--- src/rtl/dispatch_queue.sv ---
// dispatch_queue: in-order dispatch buffer between the decoders and the
// reservation stations. Decoded instructions enter a circular FIFO one per
// cycle; the head entry is steered to the station named by its funcUnitType
// and held while that station reports full.
//
// Ports:
//   clock_i, reset_i     clock (posedge) and async active-high reset
//   enable_i             decoder presents a valid instruction
//   flush_i              synchronous discard of all queued entries
//   funcUnitType_i       target station index of the incoming instruction
//   majID_i, payload_i   instruction ID and remaining decoded fields
//   rsIsFull_i           per-station full flags
//   enable_o             registered one-hot dispatch strobe
//   funcUnitType_o, majID_o, payload_o   fields of the last dispatched entry
//   stall_o              queue full, decoder must hold
//   count_o              current occupancy
//   error_o              sticky: illegal funcUnitType seen
module dispatch_queue #(
  parameter int unsigned NumRS                   = 4,
  parameter int unsigned QueueIdxBits            = 2,
  parameter int unsigned funcUnitCodeSize        = 3,
  parameter int unsigned instructionCounterWidth = 64,
  parameter int unsigned PayloadWidth            = 224
) (
  input  logic                               clock_i,
  input  logic                               reset_i,
  input  logic                               enable_i,
  input  logic                               flush_i,
  input  logic [funcUnitCodeSize-1:0]        funcUnitType_i,
  input  logic [instructionCounterWidth-1:0] majID_i,
  input  logic [PayloadWidth-1:0]            payload_i,
  input  logic [NumRS-1:0]                   rsIsFull_i,
  output logic [NumRS-1:0]                   enable_o,
  output logic [funcUnitCodeSize-1:0]        funcUnitType_o,
  output logic [instructionCounterWidth-1:0] majID_o,
  output logic [PayloadWidth-1:0]            payload_o,
  output logic                               stall_o,
  output logic [QueueIdxBits:0]              count_o,
  output logic                               error_o
);

  localparam int unsigned Depth = 1 << QueueIdxBits;
  localparam int unsigned CntW  = QueueIdxBits + 1;

  typedef struct packed {
    logic [funcUnitCodeSize-1:0]        fu_type;
    logic [instructionCounterWidth-1:0] maj_id;
    logic [PayloadWidth-1:0]            payload;
  } entry_t;

  entry_t                            mem_q [Depth];
  logic [QueueIdxBits-1:0]           head_q, head_d, tail_q, tail_d;
  logic [CntW-1:0]                   count_q, count_d;
  logic                              stall_q, stall_d;
  logic                              error_q, error_d;
  logic [NumRS-1:0]                  enable_q, enable_d;
  logic [funcUnitCodeSize-1:0]       type_q, type_d;
  logic [instructionCounterWidth-1:0] maj_q, maj_d;
  logic [PayloadWidth-1:0]           pay_q, pay_d;

  entry_t head_entry_c;
  logic   head_blocked_c;
  logic   type_legal_c;
  logic   enq_c;
  logic   deq_c;

  assign head_entry_c = mem_q[head_q];

  // Next-state: enqueue/dispatch decisions, pointer and counter updates.
  always_comb begin
    head_d   = head_q;
    tail_d   = tail_q;
    count_d  = count_q;
    enable_d = '0;
    type_d   = type_q;
    maj_d    = maj_q;
    pay_d    = pay_q;

    // Out-of-range head types cannot occur; treat them as blocked anyway.
    head_blocked_c = 1'b1;
    for (int unsigned k = 0; k < NumRS; k++) begin
      if (head_entry_c.fu_type == funcUnitCodeSize'(k)) head_blocked_c = rsIsFull_i[k];
    end

    type_legal_c = 32'(funcUnitType_i) < NumRS;
    // Full check uses the current count: a slot freed this edge is not reusable yet.
    enq_c = enable_i && !flush_i && type_legal_c && (count_q < CntW'(Depth));
    deq_c = !flush_i && (count_q != '0) && !head_blocked_c;

    if (flush_i) begin
      head_d  = '0;
      tail_d  = '0;
      count_d = '0;
    end else begin
      if (enq_c) tail_d = tail_q + 1'b1;
      if (deq_c) begin
        head_d = head_q + 1'b1;
        type_d = head_entry_c.fu_type;
        maj_d  = head_entry_c.maj_id;
        pay_d  = head_entry_c.payload;
        for (int unsigned k = 0; k < NumRS; k++) begin
          enable_d[k] = (head_entry_c.fu_type == funcUnitCodeSize'(k));
        end
      end
      case ({enq_c, deq_c})
        2'b10:   count_d = count_q + 1'b1;
        2'b01:   count_d = count_q - 1'b1;
        default: count_d = count_q;
      endcase
    end

    stall_d = (count_d == CntW'(Depth));
    error_d = error_q | (enable_i && !type_legal_c);
  end

  // Control and output registers.
  always_ff @(posedge clock_i or posedge reset_i) begin
    if (reset_i) begin
      head_q   <= '0;
      tail_q   <= '0;
      count_q  <= '0;
      stall_q  <= 1'b0;
      error_q  <= 1'b0;
      enable_q <= '0;
      type_q   <= '0;
      maj_q    <= '0;
      pay_q    <= '0;
    end else begin
      head_q   <= head_d;
      tail_q   <= tail_d;
      count_q  <= count_d;
      stall_q  <= stall_d;
      error_q  <= error_d;
      enable_q <= enable_d;
      type_q   <= type_d;
      maj_q    <= maj_d;
      pay_q    <= pay_d;
    end
  end

  // Entry storage; contents are only read while count is non-zero.
  always_ff @(posedge clock_i) begin
    if (enq_c) mem_q[tail_q] <= '{fu_type: funcUnitType_i, maj_id: majID_i, payload: payload_i};
  end

  assign enable_o       = enable_q;
  assign funcUnitType_o = type_q;
  assign majID_o        = maj_q;
  assign payload_o      = pay_q;
  assign stall_o        = stall_q;
  assign count_o        = count_q;
  assign error_o        = error_q;

endmodule

--- config.mk ---
export PLATFORM = sky130hd
export DESIGN_NAME = dispatch_queue
export DESIGN_NICKNAME = d
export VERILOG_FILES = /design/src/rtl/dispatch_queue.sv
export SDC_FILE = /design/constraint.sdc
export NUM_CORES = 1
export LEC_CHECK = 0
export CAP_MARGIN = 10
export CORE_ASPECT_RATIO = 1.25
export CORE_MARGIN = 10
export CORE_UTILIZATION = 38
export CTS_BUF_LIST = sky130_fd_sc_hd__clkbuf_16
export DETAILED_ROUTE_END_ITERATION = 8
export PLACE_DENSITY = 0.56
export SYNTH_ARGS = -nofsm -noshare
export SYNTH_HDL_FRONTEND = slang
export SYNTH_SLANG_ARGS = --single-unit
--- constraint.sdc ---
create_clock -name clock_i -period 13.85 [get_ports clock_i]
set_clock_uncertainty 0.05 [all_clocks]
set_input_delay 3.4625 -clock clock_i [delete_from_list [all_inputs] [get_ports clock_i]]
set_output_delay 3.4625 -clock clock_i [all_outputs]
set_load 0.02 [all_outputs]
# [Yosys cells after proc, flatten, opt, wreduce, memory -nomap -nowiden]
# Memories as Yosys holds them, arrays and structs flattened.
# Index checks and enable logic that the tools add are counted.
# Widths: inputs -> output; s select.
[totals] reg_bits=304 ram_bits=1164 input_bits=299 out_inout_bits=300 word_cells=52 memories=1
[op_classes] addsub=4 n_lt_le_gt_ge=2 eq_ne=6 mux=14 bitwise_logic=2 n_reduce_logical=14
[mem_list] memory="mem_q" depth=4 width=291 rd=1 rd_ports_with_merged_regs=0 wr=1 line_no="51" source="entry_t mem_q [Depth];"
[op_table] operator="$mux 2" n=4
[op_table] operator="$mux 4" n=2
[op_table] operator="$eq 3x2->1 const B" n=2
[op_table] operator="$logic_and 1x1->1" n=6
[op_table] operator="$lt 3x3->1 const B" n=2
[op_table] operator="$mux 1" n=6
[op_table] operator="$pmux 3 s2" n=1
[op_table] operator="$add 2x1->2 const B" n=2
[op_table] operator="$reduce_bool 2->1" n=2
[op_table] operator="$add 3x1->3 const B" n=1
[op_table] operator="$eq 3x1->1 const B" n=1
[op_table] operator="$eq 3x3->1 const B" n=1
[op_table] operator="$logic_not 1->1" n=3
[op_table] operator="$logic_not 3->1" n=1
[op_table] operator="$mux 3" n=1
[op_table] operator="$reduce_bool 3->1" n=1
[op_table] operator="$sub 3x1->3 const B" n=1
[op_table] operator="$eq 2x1->1 const B" n=1
[op_table] operator="$eq 2x2->1 const B" n=1
[op_table] operator="$reduce_and 2->1" n=1
[op_table] operator="$not 1->1" n=1
[op_table] operator="$or 1x1->1" n=1

# [Logic depth before layout (Yosys ltp)]
# An unclocked memory read counts as a cell.
[logic_depth] word_depth=12 ltp_mapped=13 mapped_depth_nobuf=10

# [Least setup slack after synthesis]
# OpenSTA, ideal clock, no wires.
[synth_timing] path_kind="input-to-reg" start="input port flush_i" end="memory mem_q[0][0] in the netlist's numbering (enable)" setup_time_ns=0.690 t_arrival_ns=10.795 required_time_ns=13.110 path_slack_ns=2.315 stages=2 path_buffers=0 path_cell_list="nor4b_1 and2_1"
[synth_between] elab_chain_len=6
[synth_lines] item="start, declared" line_no="28" source="input logic flush_i,"
[synth_lines] item="$logic_not 1->1" line_no="87" source="enq_c = enable_i && !flush_i && type_legal_c && (count_q < CntW'(Depth));"
[synth_lines] item="$logic_and 1x1->1 (3 in a row)" line_no="87"
[synth_lines] item="$mux 1" line_no="143" source="if (enq_c) mem_q[tail_q] <= '{fu_type: funcUnitType_i, maj_id: majID_i, payload: payload_i};"
[synth_lines] item="$mux 1 (not written as such)" line_no="143"
[synth_lines] item="end, declared" line_no="51"
# Every way passes these cells.

# [Final worst setup path]
[layout_timing] start="input port flush_i" end="memory mem_q[2][108] in the netlist's numbering (enable)"
# Same word-level chain as after synthesis.

==> metrics.md <==
| Metric | Value |
|---|---|
| Status | complete, no violations |
| Async SR Flop Fraction | 20.7% |
| Crit path largest cell delay | 930 ps |
| Count leader, synth | edfxtp_1 |
| Sink Count | 1468 |
| Row count | 153 |
| Post-route antenna net violation count | 0 |
| Post-CTS resize count | 0 |
| Port Buffers | 598 |
| Fmax | 0.136 GHz |
| Yosys top cell by area | edfxtp_1 |
| RSZ-0062 raised after global routing | false |
| Cell Pwr Density | 165 mW/mm² |
| Clk slew on worst S/H paths | 60 ps |
| CP Max Fanout | 129 |
| Placed cells | 4595 |
| Area Growth Syn to Fin | 24.2% |
| Core Area | 0.139 mm² |
| GR Overflow Total | 0 |
| Hold Buf Count CTS | 0 |
| Hold slack | 436 ps |
| Maximum clock path buffer count | 3 |
| Tcrit/Tclk final | 53.0% |
| Die Y | 438 µm |
| TritonCTS Buffers | 145 |
| Min-delay worst type | flop to flop |
| First-pass DRT Iterations | 7 |
| FF+latch count, synth | 1468 |
| Vias in the first global route | 26859 |
| Die area | 0.156 mm² |
| Die width | 355 µm |
| Synthesized area | 0.0532 mm² |
| EDFF count, synth | 1164 |
| Synthesized instance count | 2206 |
| Post-CTS setup buffers | 0 |
| Leakage | 22.4 nW |
| Register area share after synthesis | 80.0% |
| Latest clock arrival within the worst-skew pair | 760 ps |
| DR WL/cell | 25.5 µm |
| Worst Path Required | 14170 ps |
| Syn Area/Cell | 24.1 µm² |
| Final Hold Fails | 0 |
| Synth top area share | 65.7% |
| Synth warnings | 0 |
| Crit Path Class | input pin to flop |
| Synth cell types | 33 |
| Max-cap violation count | 0 |
| DR iter-0 viols | 1429 |
| GR Util All Layers | 15.9% |
| CTS tree | yes |
| H-tree Lvls | 4 |
| DRT Wirelength | 124000 µm |
| Initial antenna violation count | 41 |
| Share of layout cells above drive strength 1 | 18.6% |
| Primary FF master, synth | edfxtp_1 |
| Vias per cell | 5.03 |
| Worst setup EP type | flop |
| Final setup fails | 0 |
| Filler cell count | 11477 |
| CTS Root Cell | clkbuf_16 |
| Slew @ Worst Pin | 1220 ps |
| Non-Filler Instances | 4875 |
| Commonest cells in the netlist | edfxtp_1, dfrtp_1, mux4_2 |
| Layout Utilization | 47.5% |
| CP cell instances | clkdlybuf4s50_1 -> nor4b_2 -> and2_4 -> buf_12 -> buf_4 |
| Critical Path AT | 7660 ps |
| CP max stage cell | buf_4 |
| Initial Util | 38.2% |
| VDD IR max | 0.115 mV |
| DP Wirelength | 76200 µm |
| Global-route wire length before repair | 183000 µm |
| Top Ports | 599 |
| Setup TNS | 0 ps |
| Final net count | 3187 |
| Startpoint Class | input pin |
| Global placement routability congestion | 0.751 |
| Final worst path period need | 7340 ps |
| Largest net degree at the start of global routing | 144 |
| Drt drc | 0 |
| Relative slew slack | 18.9% |
| Largest cells by area after synthesis | edfxtp_1, dfrtp_1, mux4_2 |
| Post-Syn Nets | 2511 |
| Vias | 24532 |
| Final number of max-transition violations | 0 |
[state kept, by name, indices dropped and copies added (netlist names)]
signal and cells:
payload_o 224, count_o 3, enable_o 4, head_q 2, funcUnitType_o 3, tail_q 2
stall_o 1, mem_q 1164, error_o 1, majID_o 64
[layout by cell type (no fill, tap or decap), types with 3 or more instances in the layout]
cell type | synthesis | layout
mux2_2 | 24 | 24
edfxtp_1 | 1164 | 1164
and2_4 | 0 | 4
nor3_1 | 3 | 3
diode_2 | 0 | 10
dfrtp_1 | 304 | 302
mux2_1 | 266 | 266
mux2i_1 | 4 | 4
mux4_2 | 291 | 291
nor2_1 | 5 | 5
clkinv_8 | 0 | 6
o21ai_0 | 3 | 3
buf_12 | 0 | 8
clkdlybuf4s50_1 | 0 | 598
clkinv_1 | 0 | 31
clkinv_2 | 0 | 30
inv_6 | 0 | 3
or3_1 | 3 | 3
clkbuf_16 | 0 | 151
ha_1 | 5 | 5
nand2_1 | 5 | 5
inv_1 | 7 | 43
buf_4 | 0 | 22
bufinv_16 | 0 | 7
[cell type report]
cell class	count	area, µm²	share of cell area [%]
Sequential cell	1468	42600	64.4
Multi-Input combinational cell	632	10200	15.5
Timing Repair Buffer	628	6310	9.55
Clock buffer	151	3780	5.72
Tap cell	1860	2330	3.52
Clock inverter	119	792	1.20
Inverter	7	33.8	0.0511
Antenna cell	10	25.0	0.0379
[power by group]
group          internal, W  switching [W]  leakage, nW
clock              0.00211        0.00162         2.40
sequential         0.00515       0.000271         14.4
combinational     0.000869       0.000889         5.63
total              0.00813        0.00278         22.4
[worst paths after layout]
| check | end | cells after the start | slack, ps | from |
|---|---|---|---|---|
| worst max-delay path | mem_q[2][108]$_DFFE_PP_ | 5 | 6510 | flush_i |
| max in group asynchronous | payload_o[95]$_DFFE_PP0P_ | 4 | 8250 | reset_i |
| min in group asynchronous | payload_o[176]$_DFFE_PP0P_ | 2 | 3210 | reset_i |
| worst min-delay path | payload_o[171]$_DFFE_PP0P_ | 1 | 440 | payload_o[171]$_DFFE_PP0P_ |
| worst min register to register | payload_o[171]$_DFFE_PP0P_ | 1 | 440 | payload_o[171]$_DFFE_PP0P_ |
| worst max register to register | payload_o[196]$_DFFE_PP0P_ | 8 | 8140 | head_q[0]$_DFFE_PP0P_ |
[worst max-delay path: cells and delay by family]
family,cells,cell delay (ps)
and+or+nand+nor,2,1510
buffers and inverters,3,2310
[metrics by stage]
stage               instance area (µm²)  setup WS, ps  total power (W)
floorplan                         53200          1930          0.00619
global placement                  61500          5480          0.00728
detailed placement                61500          5380          0.00731
CTS                               66000          6220           0.0111
global route                      66100          6280           0.0114
finish                            66100          6510           0.0109
[kinds of logic after synthesis]
kind of cell | count (synthesis) | share of synthesized area (%)
adders and majority gates | 6 | 0.155
muxes | 585 | 18.5
AOI/OAI and AO/OA | 8 | 0.108
and+or+nand+nor | 30 | 0.360
DFF | 1468 | 80.0
xor gates and xnor gates | 3 | 0.0494
buffers and inverters | 106 | 0.821
[layer usage]
layer,part of all wire (%),track usage (%)
met1,39,19.3
met2,51,26.8
met4,2.5,5.32
met5,0.26,0
met3,7.0,4.96
No activity file was read; power rests on OpenSTA's default activity.
